==> src/rtl/rst_ctrl_pkg.sv <==
// Shared types and sizing helpers for the PLL reset/lock sequencer.
package rst_ctrl_pkg;

  localparam int LOSS_CNT_W  = 8;
  localparam int RETRY_CNT_W = 4;

  typedef enum logic [2:0] {
    ST_PLL_RST,
    ST_WAIT_LOCK,
    ST_STABLE,
    ST_RUN,
    ST_FAULT
  } rst_state_t;

  // Counter only ever holds (param - 1), so clog2 of the largest parameter suffices.
  function automatic int ctr_width(input int a, input int b, input int c);
    int m;
    m = a;
    if (b > m) m = b;
    if (c > m) m = c;
    return (m < 2) ? 1 : $clog2(m);
  endfunction

endpackage

==> src/rtl/sync2.sv <==
// Generic 2-flop synchronizer; output and stages clear to 0 on reset.
module sync2 #(
  parameter int W = 1
) (
  input  logic         clk,
  input  logic         rst,
  input  logic [W-1:0] d,
  output logic [W-1:0] q
);

  (* ASYNC_REG = "TRUE" *) logic [1:0][W-1:0] ff;

  always_ff @(posedge clk) begin
    if (rst) ff <= '0;
    else     ff <= {ff[0], d};
  end

  assign q = ff[1];

endmodule

==> src/rtl/pll_rst_ctrl.sv <==
// PLL reset pulse, lock wait with timeout/retry, and stable-lock gated system reset.
// Define PLL_RST_CTRL_STATS_EN to export retry_cnt and loss_cnt.
module pll_rst_ctrl
  import rst_ctrl_pkg::*;
#(
  parameter int PLL_RST_CYCLES = 16,
  parameter int LOCK_TIMEOUT   = 65536,
  parameter int STABLE_CYCLES  = 1024,
  parameter int RETRY_MAX      = 7
) (
  input  logic                   clk,
  input  logic                   rst,
  input  logic                   pll_locked,
  input  logic                   soft_rst,
  output logic                   pll_rst,
  output logic                   sys_rst,
  output logic                   ready,
`ifdef PLL_RST_CTRL_STATS_EN
  output logic [RETRY_CNT_W-1:0] retry_cnt,
  output logic [LOSS_CNT_W-1:0]  loss_cnt,
`endif
  output logic                   fault
);

  localparam int CW = ctr_width(PLL_RST_CYCLES, LOCK_TIMEOUT, STABLE_CYCLES);
  localparam logic [CW-1:0] RST_LD = CW'(PLL_RST_CYCLES - 1);
  localparam logic [CW-1:0] TMO_LD = CW'(LOCK_TIMEOUT - 1);
  localparam logic [CW-1:0] STB_LD = CW'(STABLE_CYCLES - 1);
  localparam logic [RETRY_CNT_W-1:0] RETRY_LIM = RETRY_CNT_W'(RETRY_MAX);

  logic                   lk;
  rst_state_t             st, st_nxt;
  logic [CW-1:0]          cnt, cnt_nxt;
  logic [RETRY_CNT_W-1:0] retry_q, retry_nxt;

  sync2 #(.W(1)) u_sync (
    .clk (clk),
    .rst (rst),
    .d   (pll_locked),
    .q   (lk)
  );

  always_comb begin
    st_nxt    = st;
    cnt_nxt   = cnt;
    retry_nxt = retry_q;
    if (soft_rst) begin
      st_nxt    = ST_PLL_RST;
      cnt_nxt   = RST_LD;
      retry_nxt = '0;
    end else begin
      case (st)
        ST_PLL_RST: begin
          if (cnt == '0) begin
            st_nxt  = ST_WAIT_LOCK;
            cnt_nxt = TMO_LD;
          end else begin
            cnt_nxt = cnt - CW'(1);
          end
        end
        ST_WAIT_LOCK: begin
          // Lock is checked before expiry so a last-cycle lock still counts.
          if (lk) begin
            st_nxt  = ST_STABLE;
            cnt_nxt = STB_LD;
          end else if (cnt == '0) begin
            retry_nxt = retry_q + RETRY_CNT_W'(1);
            if (retry_nxt == RETRY_LIM) begin
              st_nxt  = ST_FAULT;
              cnt_nxt = '0;
            end else begin
              st_nxt  = ST_PLL_RST;
              cnt_nxt = RST_LD;
            end
          end else begin
            cnt_nxt = cnt - CW'(1);
          end
        end
        ST_STABLE: begin
          if (!lk) begin
            st_nxt  = ST_WAIT_LOCK;
            cnt_nxt = TMO_LD;
          end else if (cnt == '0) begin
            st_nxt  = ST_RUN;
            cnt_nxt = '0;
          end else begin
            cnt_nxt = cnt - CW'(1);
          end
        end
        ST_RUN: begin
          if (!lk) begin
            st_nxt  = ST_PLL_RST;
            cnt_nxt = RST_LD;
          end
        end
        ST_FAULT: begin
          st_nxt = ST_FAULT;
        end
        default: begin
          st_nxt  = ST_PLL_RST;
          cnt_nxt = RST_LD;
        end
      endcase
    end
  end

  // Outputs decoded from next state so they change on the same edge as the state.
  always_ff @(posedge clk) begin
    if (rst) begin
      st      <= ST_PLL_RST;
      cnt     <= RST_LD;
      retry_q <= '0;
      pll_rst <= 1'b1;
      sys_rst <= 1'b1;
      ready   <= 1'b0;
      fault   <= 1'b0;
    end else begin
      st      <= st_nxt;
      cnt     <= cnt_nxt;
      retry_q <= retry_nxt;
      pll_rst <= (st_nxt == ST_PLL_RST) || (st_nxt == ST_FAULT);
      sys_rst <= (st_nxt != ST_RUN);
      ready   <= (st_nxt == ST_RUN);
      fault   <= (st_nxt == ST_FAULT);
    end
  end

`ifdef PLL_RST_CTRL_STATS_EN
  logic [LOSS_CNT_W-1:0] loss_q;

  always_ff @(posedge clk) begin
    if (rst)
      loss_q <= '0;
    else if (!soft_rst && st == ST_RUN && !lk && loss_q != '1)
      loss_q <= loss_q + LOSS_CNT_W'(1);
  end

  assign retry_cnt = retry_q;
  assign loss_cnt  = loss_q;
`endif

endmodule

==> config.mk <==
export PLATFORM = sky130hd
export DESIGN_NAME = pll_rst_ctrl
export DESIGN_NICKNAME = d
export VERILOG_FILES = /design/src/rtl/rst_ctrl_pkg.sv /design/src/rtl/sync2.sv /design/src/rtl/pll_rst_ctrl.sv
export SDC_FILE = /design/constraint.sdc
export NUM_CORES = 1
export LEC_CHECK = 0
export ABC_AREA = 1
export CAP_MARGIN = 20
export CORE_MARGIN = 10
export CORE_UTILIZATION = 55
export CTS_CLUSTER_SIZE = 8
export DETAILED_ROUTE_END_ITERATION = 10
export PLACE_DENSITY = 0.72
export SLEW_MARGIN = 20
export SYNTH_ARGS = -nofsm -noshare
export SYNTH_HDL_FRONTEND = slang
export SYNTH_SLANG_ARGS = --single-unit
==> constraint.sdc <==
create_clock -name clk -period 1.7 [get_ports clk]
set_input_delay 0.34 -clock clk [delete_from_list [all_inputs] [get_ports clk]]
set_output_delay 0.34 -clock clk [all_outputs]
set_load 0.005 [all_outputs]
### After elaboration in Yosys (flattened, before gate mapping)

Cells that the tools add are included.
W data, S select, Z words.

* flip-flop bits (word level): 29
* logic and storage cells: 46
* bits of input ports: 4

* muxes and demuxes: 17
* reduce and logical (&&, ||, !) cells: 7
* add/subtract/negate cells: 2
* eq/ne operators: 9
* bitwise operators: 2

Operator list (count)
* $mux W16: 6
* $pmux W16 S5: 1
* $mux W3: 8
* $logic_not A16 Y1: 1
* $sub A16 B1 Y16 const B: 1
* $pmux W3 S5: 1
* $eq A3 B2 Y1 const B: 3
* $eq A3 B3 Y1 const B: 2
* $logic_not A3 Y1: 2
* $add A4 B1 Y4 const B: 1
* $eq A4 B3 Y1 const B: 1
* $mux W4: 1
* $eq A3 B1 Y1 const B: 1
* $ne A3 B2 Y1 const B: 1
* $reduce_and A3 Y1: 1
* $ne A2 B2 Y1 const B: 1
* $not A1 Y1: 2
* $reduce_and A2 Y1: 1
* $reduce_or A2 Y1: 1
* $logic_or A1 B1 Y1: 1

### Longest topological paths before layout

* depth in word-level cells: 9
* depth in mapped cells: 12

### Modules after synthesis

Synthesis repeated with hierarchy kept, for this count alone.

* cell total of the unflattened synthesis: 272
* area total of the unflattened synthesis: 1750.4 µm²

Modules (own cells, without submodules)
* pll_rst_ctrl: times used 1, seq. area each 540.5 µm², area each 1695.4 µm², cells each 266
* sync2: times used 1, seq. area each 40.0 µm², area each 55.1 µm², cells each 6

### Worst setup path after synthesis

OpenSTA, ideal clock, no wires.

* kind: flip-flop to flip-flop
* from: register cnt[0]
* to: register cnt[11]
* slack: 0.203 ns
* period minus slack after synthesis: 1.497 ns
* path buffers: 1
* arrival time: 1.388 ns
* cell stages (with the launch flop): 13
* cells stage by stage: dfxtp_1 > inv_1 > ha_1 > nand2_2 > nor2_2 > nand2_1 > buf_6 > nand3_1 > nand2_1 > nand2_1 > nand3_1 > nand2_1 > inv_1

* longest elaborated chain between the ends: 4

RTL lines
* start: declaration: RTL line pll_rst_ctrl.sv:33 `logic [CW-1:0] cnt, cnt_nxt;`
* start signal: assignment: RTL line pll_rst_ctrl.sv:119 `cnt <= cnt_nxt;`
* $sub A16 B1 Y16 / $logic_not A16 Y1 (equally long branches)
* $mux W16, on equally long branches: RTL line pll_rst_ctrl.sv:83, pll_rst_ctrl.sv:66
* $mux W16, on equally long branches: RTL line pll_rst_ctrl.sv:80, pll_rst_ctrl.sv:63
* $pmux W16 S5 *: RTL line pll_rst_ctrl.sv:52 `case (st)`

Mark *: on every way between the ends. The rest lies on a longest branch, timed or not.
A chain may end at the register's enable or synchronous reset.

### Worst setup path after layout

* from: register cnt[0]
* to: register cnt[7]

The elaborated chain is that of the path after synthesis.

==> impl_metrics.env <==
export IMPL_numPortBuffers=7
export IMPL_synthCells=303
export IMPL_clock_sinks=29
export IMPL_postCtsHoldBufs=0
export IMPL_ff2ff_setup_slack_ns=0.17
export IMPL_via_per_inst=4.94
export IMPL_startpoint_type="flip-flop"
export IMPL_die_w_um=79.6
export IMPL_path_class="reg -> reg"
export IMPL_grt_usage=0.147
export IMPL_gp_congestion=0.911
export IMPL_seqPwrFrac=0.591
export IMPL_layout_cells_non_filler=368
export IMPL_r2r_end="cnt[7]"
export IMPL_tns_ns=0
export IMPL_finalSetupViolCount=0
export IMPL_async_flop_share=0
export IMPL_min_from="u_sync.ff[0]"
export IMPL_hold_violations=0
export IMPL_p_leak_uw=0.00113
export IMPL_synth_edf_count=0
export IMPL_p_int_uw=898
export IMPL_synth_seq_cells=29
export IMPL_total_power_uw=1160
export IMPL_drv_slew=0
export IMPL_ir_drop_uv=378
export IMPL_tritoncts="done"
export IMPL_final_min_clock_period_ns=1.53
export IMPL_drtPass1Iterations=4
export IMPL_end_kind="flip-flop"
export IMPL_synth_cell_types=34
export IMPL_clkTransAtPathRegs_ns=0.09
export IMPL_die_area_um2=6340
export IMPL_grt_overflow_total=0
export IMPL_detail_route_wl_per_cell_um=11.8
export IMPL_switching_share=0.228
export IMPL_power_switching_uw=266
export IMPL_period_share=0.901
export IMPL_outcome="complete, no violations"
export IMPL_cp_arrival_ns=1.79
export IMPL_drive_gt1_frac=0.161
export IMPL_rsz0062_at_grt="true"
export IMPL_hold_end="u_sync.q"
export IMPL_final_core_util=0.645
export IMPL_grt_max_degree=12
export IMPL_final_nets=329
export IMPL_synth_top_flop_cell="dfxtp_1"
export IMPL_path_max_fanout=5
export IMPL_cap_violations=0
export IMPL_hp_class="reg -> reg"
export IMPL_dpl_cell_count=361
export IMPL_cts_buffer_depth=2
export IMPL_core_area_um2=3390
export IMPL_syn_area_per_cell_um2=6.45
export IMPL_vias=1817
export IMPL_synthesis_nets=310
export IMPL_clk_latency_ns=0.33
export IMPL_synth_area_top_cells="dfxtp_1 (30%), nand2_1 (20%), inv_1 (6.7%)"
export IMPL_syn_area_um2=1950
export IMPL_start_util=0.577
export IMPL_io_pins=8
export IMPL_antenna_found_initial=0
export IMPL_antenna_left=0
export IMPL_drc_errors=0
export IMPL_routed_wl_mm=4.33
export IMPL_final_common_cell="nand2_1"
export IMPL_grt_pass1_wl_mm=7.70
export IMPL_grt_pass1_vias=1809
export IMPL_hold_path_depth=2
export IMPL_final_cell_mix="nand2_1 (104), inv_1 (34), nor2_1 (30)"
export IMPL_cts_made_buffers=5
export IMPL_hpwlAfterDp_mm=3.33
export IMPL_yosysSeqAreaShare=0.297
export IMPL_finClkSkew_ns=0.0105
export IMPL_max_clock_freq_ghz=0.653
export IMPL_cp_required_ns=1.96
export IMPL_yosysTopAreaCell="dfxtp_1"
export IMPL_htreeDepth=2
export IMPL_rr_worst_depth=10
export IMPL_num_rows=21
export IMPL_rr_startpoint="cnt[0]"
export IMPL_combPwrFrac=0.040
export IMPL_root_buffer="clkbuf_4"
export IMPL_detail_route_iter0_violations=121
export IMPL_placed_area_um2=2120
export IMPL_powerDensity_nw_per_um2=533
export IMPL_diodes=0
export IMPL_synth_warnings=0
export IMPL_pwr_share_clk=0.369
export IMPL_final_area_um2=2190
export IMPL_die_height_um=79.6
export IMPL_tightestPinTransition_ns=0.342
export IMPL_synth_top_area_share=0.297
export IMPL_area_delta_synth_final_pct=11.8
export IMPL_max_slew_margin_rel=0.772
==> cell usage after synthesis (2+ instances only) <==
cell        n
o21ai_1     6
nand3_1    26
inv_2       7
o21ai_2     2
ha_1        3
nand3_4     2
nand2_2     5
nand3b_1    2
nor2_8      2
nor2_4      4
dfxtp_1    29
a21oi_1    12
inv_1      35
nand4_1     5
nand2_1   104
buf_6       2
xor2_1      7
nor2_2      5
nor2_1     30
==> logic make-up after synthesis <==
kind of cell,after synthesis,synth area share
fa+ha+maj,3,0.0192
flops,29,0.297
buf+inv,48,0.102
simple gates,192,0.478
compound gates,23,0.0672
xor+xnor,8,0.0359
==> per-layer routing <==
metal	global-route usage	up-vias	wire length (µm)
li1	-	979	-
met1	0.169	793	1960
met2	0.249	37	2060
met3	0.0405	8	255
met4	0.0627	0	64
met5	0	-	0
==> worst max path at each step <==
stage	from	depth (start not counted)	slack (ns)	endpoint
floorplan	cnt[0]	12	0.20	cnt[11]
global placement	cnt[0]	12	0.11	cnt[13]
detailed placement	cnt[0]	12	0.07	cnt[10]
CTS	cnt[0]	10	0.05	cnt[7]
global route	cnt[13]	8	-0.002	cnt[3]
finish	cnt[0]	10	0.17	cnt[7]
==> power groups by stage <==
stage / logic [µW] / clock network, µW / registers, µW
2_1_floorplan: 29.7 / 0 / 701
3_3_place_gp: 44.0 / 0 / 703
3_5_place_dp: 44.1 / 0 / 703
4_1_cts: 44.3 / 452 / 688
5_1_grt: 51.3 / 477 / 689
6_report: 46.4 / 430 / 688
==> what timing repair did <==
| action | 4_1_cts | 5_1_grt |
|---|---|---|
| resized for setup | 0 | 3 |
| buffers inserted | 0 | 0 |
| hold endpoints to repair | 0 | 0 |
| setup endpoints to repair | 0 | 19 |
==> metrics by stage <==
| stage | setup slack [ns] | hold slack (ns) |
|---|---|---|
| floorplan | 0.203 | 0.388 |
| global placement | 0.112 | 0.391 |
| detailed placement | 0.0732 | 0.396 |
| CTS | 0.0495 | 0.394 |
| global route | -0.00250 | 0.402 |
| finish | 0.168 | 0.392 |
==> critical path, stage by stage, from the launching register on <==
cell and delay, ns:
dfxtp_1 0.34, inv_2 0.09, ha_4 0.17, nand3_4 0.11, nor2_8 0.14, nand4_1 0.18
nand2_1 0.14, inv_2 0.07, nand2_1 0.06, nand2_1 0.05, a21oi_1 0.11
==> layout make-up <==
type | count | area (µm²)
clock buffers | 7 | 55.1
fillers | 327 | 1200
inverters | 43 | 161
multi-input cells | 226 | 1190
flip-flops and latches | 29 | 581
well taps | 46 | 57.6
repair buffers | 17 | 145
==> state kept, by name (all words and copies together), names as in the netlist <==
| name | flops |
|---|---|
| cnt | 16 |
| retry_q | 4 |
| st | 3 |
| fault | 1 |
| pll_rst | 1 |
| ready | 1 |
| sys_rst | 1 |
| u_sync.ff | 1 |
| u_sync.q | 1 |
Note: power is estimated with default switching activity, not from simulation.
